`config.mk`:
```
export PLATFORM = sky130hd
export DESIGN_NAME = ps2_mouse_init_ctrl
export DESIGN_NICKNAME = d
export VERILOG_FILES = /design/src/rtl/ps2_mouse_init_ctrl.sv
export SDC_FILE = /design/constraint.sdc
export NUM_CORES = 1
export LEC_CHECK = 0
export ABC_AREA = 0
export CAP_MARGIN = 20
export CORE_MARGIN = 8
export CORE_UTILIZATION = 25
export CTS_CLUSTER_DIAMETER = 150
export CTS_CLUSTER_SIZE = 25
export DETAILED_ROUTE_END_ITERATION = 12
export PLACE_DENSITY = 0.39
export SYNTH_ARGS = -nofsm -noshare
export SYNTH_HDL_FRONTEND = slang
export SYNTH_SLANG_ARGS = --single-unit
```
`constraint.sdc`:
```
create_clock -name CLOCK_50 -period 3.7 [get_ports CLOCK_50]
set_clock_uncertainty 0.15 [all_clocks]
set_input_delay 0.74 -clock CLOCK_50 [delete_from_list [all_inputs] [get_ports CLOCK_50]]
set_output_delay 0.74 -clock CLOCK_50 [all_outputs]
set_load 0.01 [all_outputs]
```
`src/rtl/ps2_mouse_init_ctrl.sv`:
```
// PS/2 mouse bring-up sequencer and 3-byte movement packet framer.
// Drives reset (0xFF) and enable-reporting (0xF4) through the byte transmitter,
// checks the mouse responses, retries on faults, then frames stream packets.
module ps2_mouse_init_ctrl #(
  parameter int unsigned TIMEOUT_CYCLES = 50000000,
  parameter int unsigned MAX_RETRIES    = 3,
  parameter int unsigned CNT_W          = 26
) (
  input  logic       CLOCK_50,
  input  logic       reset,
  input  logic       start,
  input  logic       cmd_ready,
  input  logic       cmd_sent,
  input  logic       cmd_error,
  input  logic       rx_valid,
  input  logic [7:0] rx_byte,
  output logic       send_cmd,
  output logic [7:0] cmd_byte,
  output logic       init_done,
  output logic       init_fail,
  output logic       pkt_valid,
  output logic [2:0] pkt_buttons,
  output logic [8:0] pkt_dx,
  output logic [8:0] pkt_dy,
  output logic [1:0] pkt_ovf,
  output logic [3:0] state_dbg
);

  localparam int unsigned RW = (MAX_RETRIES < 2) ? 1 : $clog2(MAX_RETRIES + 1);

  localparam logic [7:0] CMD_RESET   = 8'hFF;
  localparam logic [7:0] CMD_ENABLE  = 8'hF4;
  localparam logic [7:0] RSP_ACK     = 8'hFA;
  localparam logic [7:0] RSP_BAT_OK  = 8'hAA;
  localparam logic [7:0] RSP_BAT_ERR = 8'hFC;
  localparam logic [7:0] RSP_ID      = 8'h00;
  localparam logic [7:0] RSP_RESEND  = 8'hFE;

  localparam logic [CNT_W-1:0] TMO_LAST  = CNT_W'(TIMEOUT_CYCLES - 1);
  localparam logic [RW-1:0]    RETRY_MAX = RW'(MAX_RETRIES);

  typedef enum logic [3:0] {
    IDLE         = 4'd0,
    SEND_RST     = 4'd1,
    WAIT_TX_RST  = 4'd2,
    WAIT_ACK_RST = 4'd3,
    WAIT_BAT     = 4'd4,
    WAIT_ID      = 4'd5,
    SEND_EN      = 4'd6,
    WAIT_TX_EN   = 4'd7,
    WAIT_ACK_EN  = 4'd8,
    STREAM       = 4'd9,
    FAIL         = 4'd10
  } state_t;

  state_t           r_state;
  logic             r_send_cmd;
  logic [7:0]       r_cmd_byte;
  logic             r_init_done;
  logic             r_init_fail;
  logic             r_pkt_valid;
  logic [2:0]       r_pkt_buttons;
  logic [8:0]       r_pkt_dx;
  logic [8:0]       r_pkt_dy;
  logic [1:0]       r_pkt_ovf;
  logic [RW-1:0]    r_retry_cnt;
  logic [CNT_W-1:0] r_tmo_cnt;
  logic [1:0]       r_byte_idx;
  logic [3:0]       r_b0_hi;
  logic [2:0]       r_b0_btn;
  logic [7:0]       r_b1;

  logic             w_is_wait;
  logic             w_adv;
  state_t           w_adv_state;
  logic             w_retry;
  state_t           w_retry_state;
  logic [RW-1:0]    w_retry_inc;
  logic             w_retry_fail;

  // Wait-state decode: handshake/response advance, retry on fault, resend or timeout
  always_comb begin
    w_is_wait     = 1'b1;
    w_adv         = 1'b0;
    w_adv_state   = r_state;
    w_retry       = 1'b0;
    w_retry_state = SEND_RST;
    case (r_state)
      WAIT_TX_RST: begin
        if (cmd_sent) begin
          w_adv       = 1'b1;
          w_adv_state = WAIT_ACK_RST;
        end else if (cmd_error) begin
          w_retry = 1'b1;
        end
      end
      WAIT_ACK_RST: begin
        if (rx_valid && rx_byte == RSP_ACK) begin
          w_adv       = 1'b1;
          w_adv_state = WAIT_BAT;
        end
      end
      WAIT_BAT: begin
        if (rx_valid && rx_byte == RSP_BAT_OK) begin
          w_adv       = 1'b1;
          w_adv_state = WAIT_ID;
        end else if (rx_valid && rx_byte == RSP_BAT_ERR) begin
          w_retry = 1'b1;
        end
      end
      WAIT_ID: begin
        if (rx_valid && rx_byte == RSP_ID) begin
          w_adv       = 1'b1;
          w_adv_state = SEND_EN;
        end
      end
      WAIT_TX_EN: begin
        if (cmd_sent) begin
          w_adv       = 1'b1;
          w_adv_state = WAIT_ACK_EN;
        end else if (cmd_error) begin
          w_retry = 1'b1;
        end
      end
      WAIT_ACK_EN: begin
        if (rx_valid && rx_byte == RSP_ACK) begin
          w_adv       = 1'b1;
          w_adv_state = STREAM;
        end
      end
      default: w_is_wait = 1'b0;
    endcase
    // Resend request repeats the command currently in flight
    if (w_is_wait && !w_adv && !w_retry && rx_valid && rx_byte == RSP_RESEND) begin
      w_retry       = 1'b1;
      w_retry_state = (r_state == WAIT_TX_EN || r_state == WAIT_ACK_EN) ? SEND_EN : SEND_RST;
    end
    // A received byte always beats timeout expiry in the same cycle
    if (w_is_wait && !w_adv && !w_retry && !rx_valid && r_tmo_cnt == TMO_LAST) begin
      w_retry = 1'b1;
    end
  end

  // Saturating retry count and the give-up decision
  assign w_retry_inc  = (r_retry_cnt == RETRY_MAX) ? r_retry_cnt : r_retry_cnt + RW'(1);
  assign w_retry_fail = (w_retry_inc == RETRY_MAX);

  // Main FSM, timeout counter, packet framer and registered outputs
  always_ff @(posedge CLOCK_50 or posedge reset) begin
    if (reset) begin
      r_state       <= IDLE;
      r_send_cmd    <= 1'b0;
      r_cmd_byte    <= 8'h00;
      r_init_done   <= 1'b0;
      r_init_fail   <= 1'b0;
      r_pkt_valid   <= 1'b0;
      r_pkt_buttons <= 3'b000;
      r_pkt_dx      <= 9'h000;
      r_pkt_dy      <= 9'h000;
      r_pkt_ovf     <= 2'b00;
      r_retry_cnt   <= '0;
      r_tmo_cnt     <= '0;
      r_byte_idx    <= 2'd0;
      r_b0_hi       <= 4'h0;
      r_b0_btn      <= 3'b000;
      r_b1          <= 8'h00;
    end else begin
      r_send_cmd  <= 1'b0;
      r_pkt_valid <= 1'b0;
      if (w_is_wait) begin
        if (w_retry) begin
          r_retry_cnt <= w_retry_inc;
          r_tmo_cnt   <= '0;
          if (w_retry_fail) begin
            r_state     <= FAIL;
            r_init_fail <= 1'b1;
          end else begin
            r_state    <= w_retry_state;
            r_cmd_byte <= (w_retry_state == SEND_EN) ? CMD_ENABLE : CMD_RESET;
          end
        end else if (w_adv) begin
          r_state   <= w_adv_state;
          r_tmo_cnt <= '0;
          if (w_adv_state == SEND_EN) begin
            r_cmd_byte <= CMD_ENABLE;
          end
          if (w_adv_state == STREAM) begin
            r_init_done <= 1'b1;
            r_byte_idx  <= 2'd0;
          end
        end else if (rx_valid) begin
          r_tmo_cnt <= '0;
        end else begin
          r_tmo_cnt <= r_tmo_cnt + CNT_W'(1);
        end
      end else begin
        case (r_state)
          IDLE, FAIL: begin
            if (start) begin
              r_state     <= SEND_RST;
              r_cmd_byte  <= CMD_RESET;
              r_retry_cnt <= '0;
              r_init_fail <= 1'b0;
              r_tmo_cnt   <= '0;
            end
          end
          SEND_RST: begin
            if (cmd_ready) begin
              r_send_cmd <= 1'b1;
              r_state    <= WAIT_TX_RST;
            end
          end
          SEND_EN: begin
            if (cmd_ready) begin
              r_send_cmd <= 1'b1;
              r_state    <= WAIT_TX_EN;
            end
          end
          STREAM: begin
            if (rx_valid) begin
              case (r_byte_idx)
                2'd0: begin
                  // Bit 3 is always set in a header byte; anything else is dropped to resync
                  if (rx_byte[3]) begin
                    r_b0_hi    <= rx_byte[7:4];
                    r_b0_btn   <= rx_byte[2:0];
                    r_byte_idx <= 2'd1;
                  end
                end
                2'd1: begin
                  r_b1       <= rx_byte;
                  r_byte_idx <= 2'd2;
                end
                default: begin
                  r_byte_idx    <= 2'd0;
                  r_pkt_valid   <= 1'b1;
                  r_pkt_buttons <= r_b0_btn;
                  r_pkt_dx      <= {r_b0_hi[0], r_b1};
                  r_pkt_dy      <= {r_b0_hi[1], rx_byte};
                  r_pkt_ovf     <= {r_b0_hi[3], r_b0_hi[2]};
                end
              endcase
            end
          end
          default: r_state <= IDLE;
        endcase
      end
    end
  end

  assign send_cmd    = r_send_cmd;
  assign cmd_byte    = r_cmd_byte;
  assign init_done   = r_init_done;
  assign init_fail   = r_init_fail;
  assign pkt_valid   = r_pkt_valid;
  assign pkt_buttons = r_pkt_buttons;
  assign pkt_dx      = r_pkt_dx;
  assign pkt_dy      = r_pkt_dy;
  assign pkt_ovf     = r_pkt_ovf;
  assign state_dbg   = r_state;

endmodule
```
==> flow_metrics.tcl <==
set metrics [dict create \
    clk_pin_slew_ps 60 \
    unrepaired_setup_endpoints_after_global_routing "false" \
    cts-buffers-inserted 9 \
    place_inst 668 \
    die-height_um 144 \
    synth_cells 410 \
    timing_hold_violations_final 0 \
    timing.critical_path.arrival_ps 3180 \
    grt_pass1_wl_um 18400 \
    dr_total_vias 3297 \
    worst_slack_ps 601 \
    max_cap_violation_count 0 \
    final.hold.worst_slack_ps 341 \
    clockBufferDepth 2 \
    synth_edf_count 0 \
    syn_nets 426 \
    clock-root-buffer "clkbuf_16" \
    gp_congestion 0.817 \
    post-route-cell-area_um2 5160 \
    worstSetupEndpointType "register" \
    status "completed" \
    post-dp-hpwl_um 8160 \
    power_leakage_nw 2.22 \
    final_period_minus_worst_setup_slack_ps 3100 \
    yosys_most_used_dff "dfrtp_1" \
    count_of_non_filler_cells_in_the_finished_layout 683 \
    clock_latency_ps 340 \
    number_of_antenna_violations_at_the_first_check_in_global_routing 0 \
    synth_area_per_cell_um2 9.98 \
    layout_worst_path_cycle_share 0.838 \
    width_of_the_die_um 144 \
    synth_area_um2 4090 \
    ios 54 \
    hold_buf_cts 0 \
    ys_seq_elements 78 \
    yosysSeqAreaShare 0.477 \
    postRouteWirelength_um 11200 \
    total_inserted_antenna_cells 0 \
    clkSinkCount 78 \
    maximum_number_of_pins_on_one_net_before_global_route_repair 44 \
    yosysWarnings 0 \
    power_density_nw_per_um2 637 \
    cts_max_level 3 \
    worst_slew_pin_slew_ps 690 \
    detail_route.drc_violations 0 \
    worst-setup-path-type "in2reg" \
    area_added_between_synthesis_and_finish_pct 26.2 \
    synthTopCellsByArea "dfrtp_1, mux2_2, nand2_1, nor2_1, a21oi_1" \
    postRouteAntennaNets 0 \
    vias_in_the_first_global_route 3231 \
    slew_headroom 0.540 \
    globalRoute.totalOverflow 0 \
    power_mw 3.29 \
    drt_pre_antenna_iters 4 \
    nFillCells 1641 \
    vias_per_cell 4.83 \
    finalMaxSlewViolations 0 \
    postCtsResizedCells 0 \
    drt-wirelength-per-cell_um 16.4 \
    largest_area_contributor_in_the_synthesized_netlist "dfrtp_1" \
    fin_setup_tns_ps 0 \
    vdd_drop_max_mv 0.226 \
    setup-violations-final 0 \
    cell_area_placed_um2 4870 \
    drt-initial-drc-count 196 \
    cts.repair_timing.setup_buffer_count 0 \
    final_core_util 0.324 \
    fmax_mhz 323 \
    crit_path_start_kind "input pin" \
    port_buffers 53 \
    required_ps 3780 \
    synthArstFlopShare 1.00 \
    drive_above_1_share 0.171 \
    clock_tree_from_tritoncts "built" \
    place_worst_setup_slack_ps 238 \
    core.rowCount 46 \
    floorplan.initialDensity 0.257 \
    holdCritPathClass "reg2reg" \
    synth.lib_cells_used.distinct 64 \
    floorplan.core_area_um2 15900 \
    post-synth-top-area-fraction 0.477 \
    track_usage 0.116 \
    worstPathMaxFanout 9 \
    num-nets-final 479 \
    dieArea_um2 20700 \
]
## report_power, final
group	switching, mW	total [mW]	internal [mW]
Sequential	0.157	1.19	1.04
Combinational	0.643	1.22	0.573
Clock	0.359	0.876	0.517
## per-layer routing
metal / routed length [µm] / share of wire / global-route usage
met3: 459 / 0.041 / 0.0272
met1: 5430 / 0.48 / 0.154
met2: 5120 / 0.46 / 0.177
met4: 189 / 0.017 / 0.0454
met5: 0 / 0 / 0
## area by class of cell
type / instances / area, µm² / share of cell area
timing repair buffer: 66 / 641 / 0.124
sequential: 78 / 1950 / 0.378
tap: 216 / 270 / 0.0524
clock buffer: 9 / 225 / 0.0436
inverter: 17 / 65.1 / 0.0126
multi-input combinational: 291 / 1950 / 0.377
clock inverter: 6 / 63.8 / 0.0124
## cells by family after synthesis
| logic type | after synthesis | share of synthesized area |
|---|---|---|
| multiplexers | 38 | 0.105 |
| AO/OA/AOI/OAI | 93 | 0.147 |
| adder cells (fa/ha/maj) | 1 | 0.00306 |
| buffers and inverters | 41 | 0.0471 |
| AND/OR/NAND/NOR | 154 | 0.210 |
| XOR/XNOR | 5 | 0.0107 |
| flip-flops | 78 | 0.477 |
## critical path, stage by stage
cell	delay (ps)
clkdlybuf4s50_1	690
nand2_1	110
or4_1	550
o211ai_1	230
o211ai_1	180
o41ai_1	310
nand2_1	120
a22o_1	240
## cells in the final DEF, fill, tap and decap left out, drive strengths merged, types with 10 or more instances in the layout
cell,n
a21oi,24
nor4,10
o21ai,30
nand2,35
nor3,11
dfrtp,78
buf,13
nor2,31
or3,15
nand3,12
mux2,38
inv,16
clkdlybuf4s50,53
## synthesized netlist by cell type, types with 4 or more instances
cell type and instances:
nand2b_1 6, nor4_1 9, nor2_1 31, or3_1 13, nand3_1 12, xnor2_1 4, buf_2 7, clkbuf_1 10
inv_1 17, o21ai_0 9, nand4_1 8, a21o_1 6, nor3_1 10, mux2_2 38, nand2_1 34, dfrtp_1 78
o21ai_1 21, a21oi_1 23, buf_4 6
## final timing paths
kind,from,to,slack (ps),cells after the start
setup / recovery,rx_byte[1],r_byte_idx[0]$_DFFE_PP0P_,600,8
min in group asynchronous,reset,r_tmo_cnt[7]$_DFFE_PP0P_,640,2
hold reg to reg,init_done$_DFFE_PP0P_,init_done$_DFFE_PP0P_,340,1
setup reg to reg,state_dbg[0]$_DFFE_PP0P_,r_tmo_cnt[20]$_DFFE_PP0P_,690,7
hold / removal,init_done$_DFFE_PP0P_,init_done$_DFFE_PP0P_,340,1
max in group asynchronous,reset,send_cmd$_DFF_PP0_,2100,3
## registers in the layout (all words and copies together), names as in the netlist, 2 cells and up
signal / count
r_byte_idx: 2
r_b0_btn: 3
state_dbg: 4
cmd_byte: 2
r_retry_cnt: 2
pkt_dx: 9
r_tmo_cnt: 26
pkt_buttons: 3
pkt_dy: 9
r_b0_hi: 4
r_b1: 8
pkt_ovf: 2
No activity file was read; power rests on OpenSTA's default activity.
==> RTL edit, RTL diff (same flow settings) <==
Make the reset (`reset`) synchronous in one clocked block.
--- a/src/rtl/ps2_mouse_init_ctrl.sv
+++ b/src/rtl/ps2_mouse_init_ctrl.sv
@@ -148,3 +148,3 @@
   // Main FSM, timeout counter, packet framer and registered outputs
-  always_ff @(posedge CLOCK_50 or posedge reset) begin
+  always_ff @(posedge CLOCK_50) begin
     if (reset) begin
Formal check against the unedited RTL: differs if reset is asserted again (counterexample within 4 cycles, from zero or initial values and one cycle with reset high); with reset held inactive, the same outputs for 4 cycles.
==> RTL edit against the unedited design <==
Critical path depth did not move; area after synthesis fell by 3.1%; final cell count grew 13%; largest cell class is now multi-input combinational cells; wire length rose by 3.9%; design area fell by 3.1%; worst setup slack better by 0.041 ns; sequential cell count unchanged.
Power is not compared: it rests on default switching activity, and its combinational part moved more than twofold at a synthesized area within 25%.
==> RTL edit: results <==
{
  "drtIter0Drc": 223,
  "root_buffer": "clkbuf_16",
  "largest_register_ffs": 26,
  "port_buffers": 53,
  "synthTopCellsByArea": "dfxtp_1, nand2_1, a21oi_1, mux2i_1, nor2_1",
  "hp-class": "flip-flop to flip-flop",
  "antenna_cells": 0,
  "postCtsHoldBufs": 0,
  "critPathArrivalTime_ns": 3.19,
  "timing.rr.start": "state_dbg[0]$_SDFFE_PP0P_",
  "post-cts-setup-buffers": 0,
  "placed_area_mm2": 0.004715,
  "hold_start": "pkt_dx[0]$_SDFFE_PP0P_",
  "vias_per_cell": 4.780,
  "maxSlewHeadroom": 0.5094,
  "top_register": "r_tmo_cnt",
  "synthTopCellsByCount": "nand2_1, dfxtp_1, a21oi_1",
  "clk_latency_ns": 0.34,
  "ys_seq_area_frac": 0.3938,
  "syn_avg_cell_area_um2": 7.821,
  "synth_nets": 523,
  "layout-drive-gt1-share": 0.07899,
  "grt_max_degree": 42,
  "critPathMaxFanout": 5,
  "gp_congestion": 0.8021,
  "max-vdd-ir-drop_v": 0.0002022,
  "synth_cell_type_count": 60,
  "synth_ff_type": "dfxtp_1",
  "cts_buffers": 9,
  "cts_max_level": 3,
  "holdWs_ns": 0.3029,
  "startpoint": "rx_valid",
  "antenna_found_initial": 0,
  "p_leak_nw": 1.781,
  "crit_end": "state_dbg[0]$_SDFFE_PP0P_",
  "status": "finished clean",
  "maxCapViolations": 0,
  "placedCellCount": 757,
  "grt_first_pass_wirelength_mm": 19.03,
  "cts-resized-gates": 0,
  "hold_path_end": "pkt_dx[0]$_SDFFE_PP0P_",
  "clockBufferDepth": 2,
  "yosysWarnings": 0,
  "finalNetCount": 568,
  "post-dp-hpwl_mm": 8.256,
  "wirelength_mm": 11.63,
  "synth-async-reset-ratio": 0,
  "r2r_slack_ns": 0.74,
  "place_ws_ns": 0.3061,
  "holdPathStages": 2,
  "grt_pass1_vias": 3588,
  "grtUsageTotal": 0.1183,
  "drtPass1Iterations": 4,
  "worst_r2r_endpoint": "r_tmo_cnt[24]$_SDFFE_PP0P_",
  "reg2reg_depth": 8,
  "num_vias": 3695,
  "clkSlewWorstSetupHoldPaths_ns": 0.07
}
==> RTL edit: changes by cell type in the layout (fill, tap and decap cells not counted), moves of 14 or more <==
cell	change
mux2_2	-38
a21oi_1	+27
nor2_1	+17
mux2i_1	+19
o21ai_1	-14
dfxtp_1	+78
nand2_1	+51
dfrtp_1	-78
==> RTL edit: routing by layer <==
| metal | global-route usage | routed length, µm | up-vias |
|---|---|---|---|
| li1 | - | - | 1872 |
| met5 | 0 | 0 | - |
| met2 | 0.1927 | 5499 | 49 |
| met4 | 0.03787 | 137 | 0 |
| met1 | 0.1510 | 5628 | 1767 |
| met3 | 0.02784 | 362 | 7 |
==> RTL edit: final cells by class <==
cell class | count | area, µm²
Clock buffer | 9 | 225.2
Clock inverter | 7 | 63.81
Fill cell | 1698 | 10710
Inverter | 15 | 56.30
Multi-Input combinational cell | 381 | 2183
Sequential cell | 78 | 1562
Tap cell | 216 | 270.3
Timing Repair Buffer | 67 | 643.1
==> RTL edit: logic make-up after synthesis <==
logic type | share of synthesized area
AOI/OAI and AO/OA | 0.1682
xor gates and xnor gates | 0.006628
adders and majority gates | 0.003155
buffers and inverters | 0.05680
DFF | 0.3938
muxes | 0.04796
and+or+nand+nor | 0.3235
==> RTL edit: where the power goes <==
part | internal (mW) | switching [mW] | leakage (nW)
sequential | 0.860 | 0.0429 | 0.629
clock | 0.470 | 0.406 | 0.136
combinational | 0.231 | 0.302 | 1.02
total | 1.56 | 0.751 | 1.78
==> RTL edit: critical path: stages <==
cell             delay [ns]
clkdlybuf4s50_1        0.59
nor3b_1                0.35
nand4_1                0.26
and2_1                 0.27
nand2_1                0.27
o21ai_1                0.21
or3_1                  0.37
o21ai_1                0.13
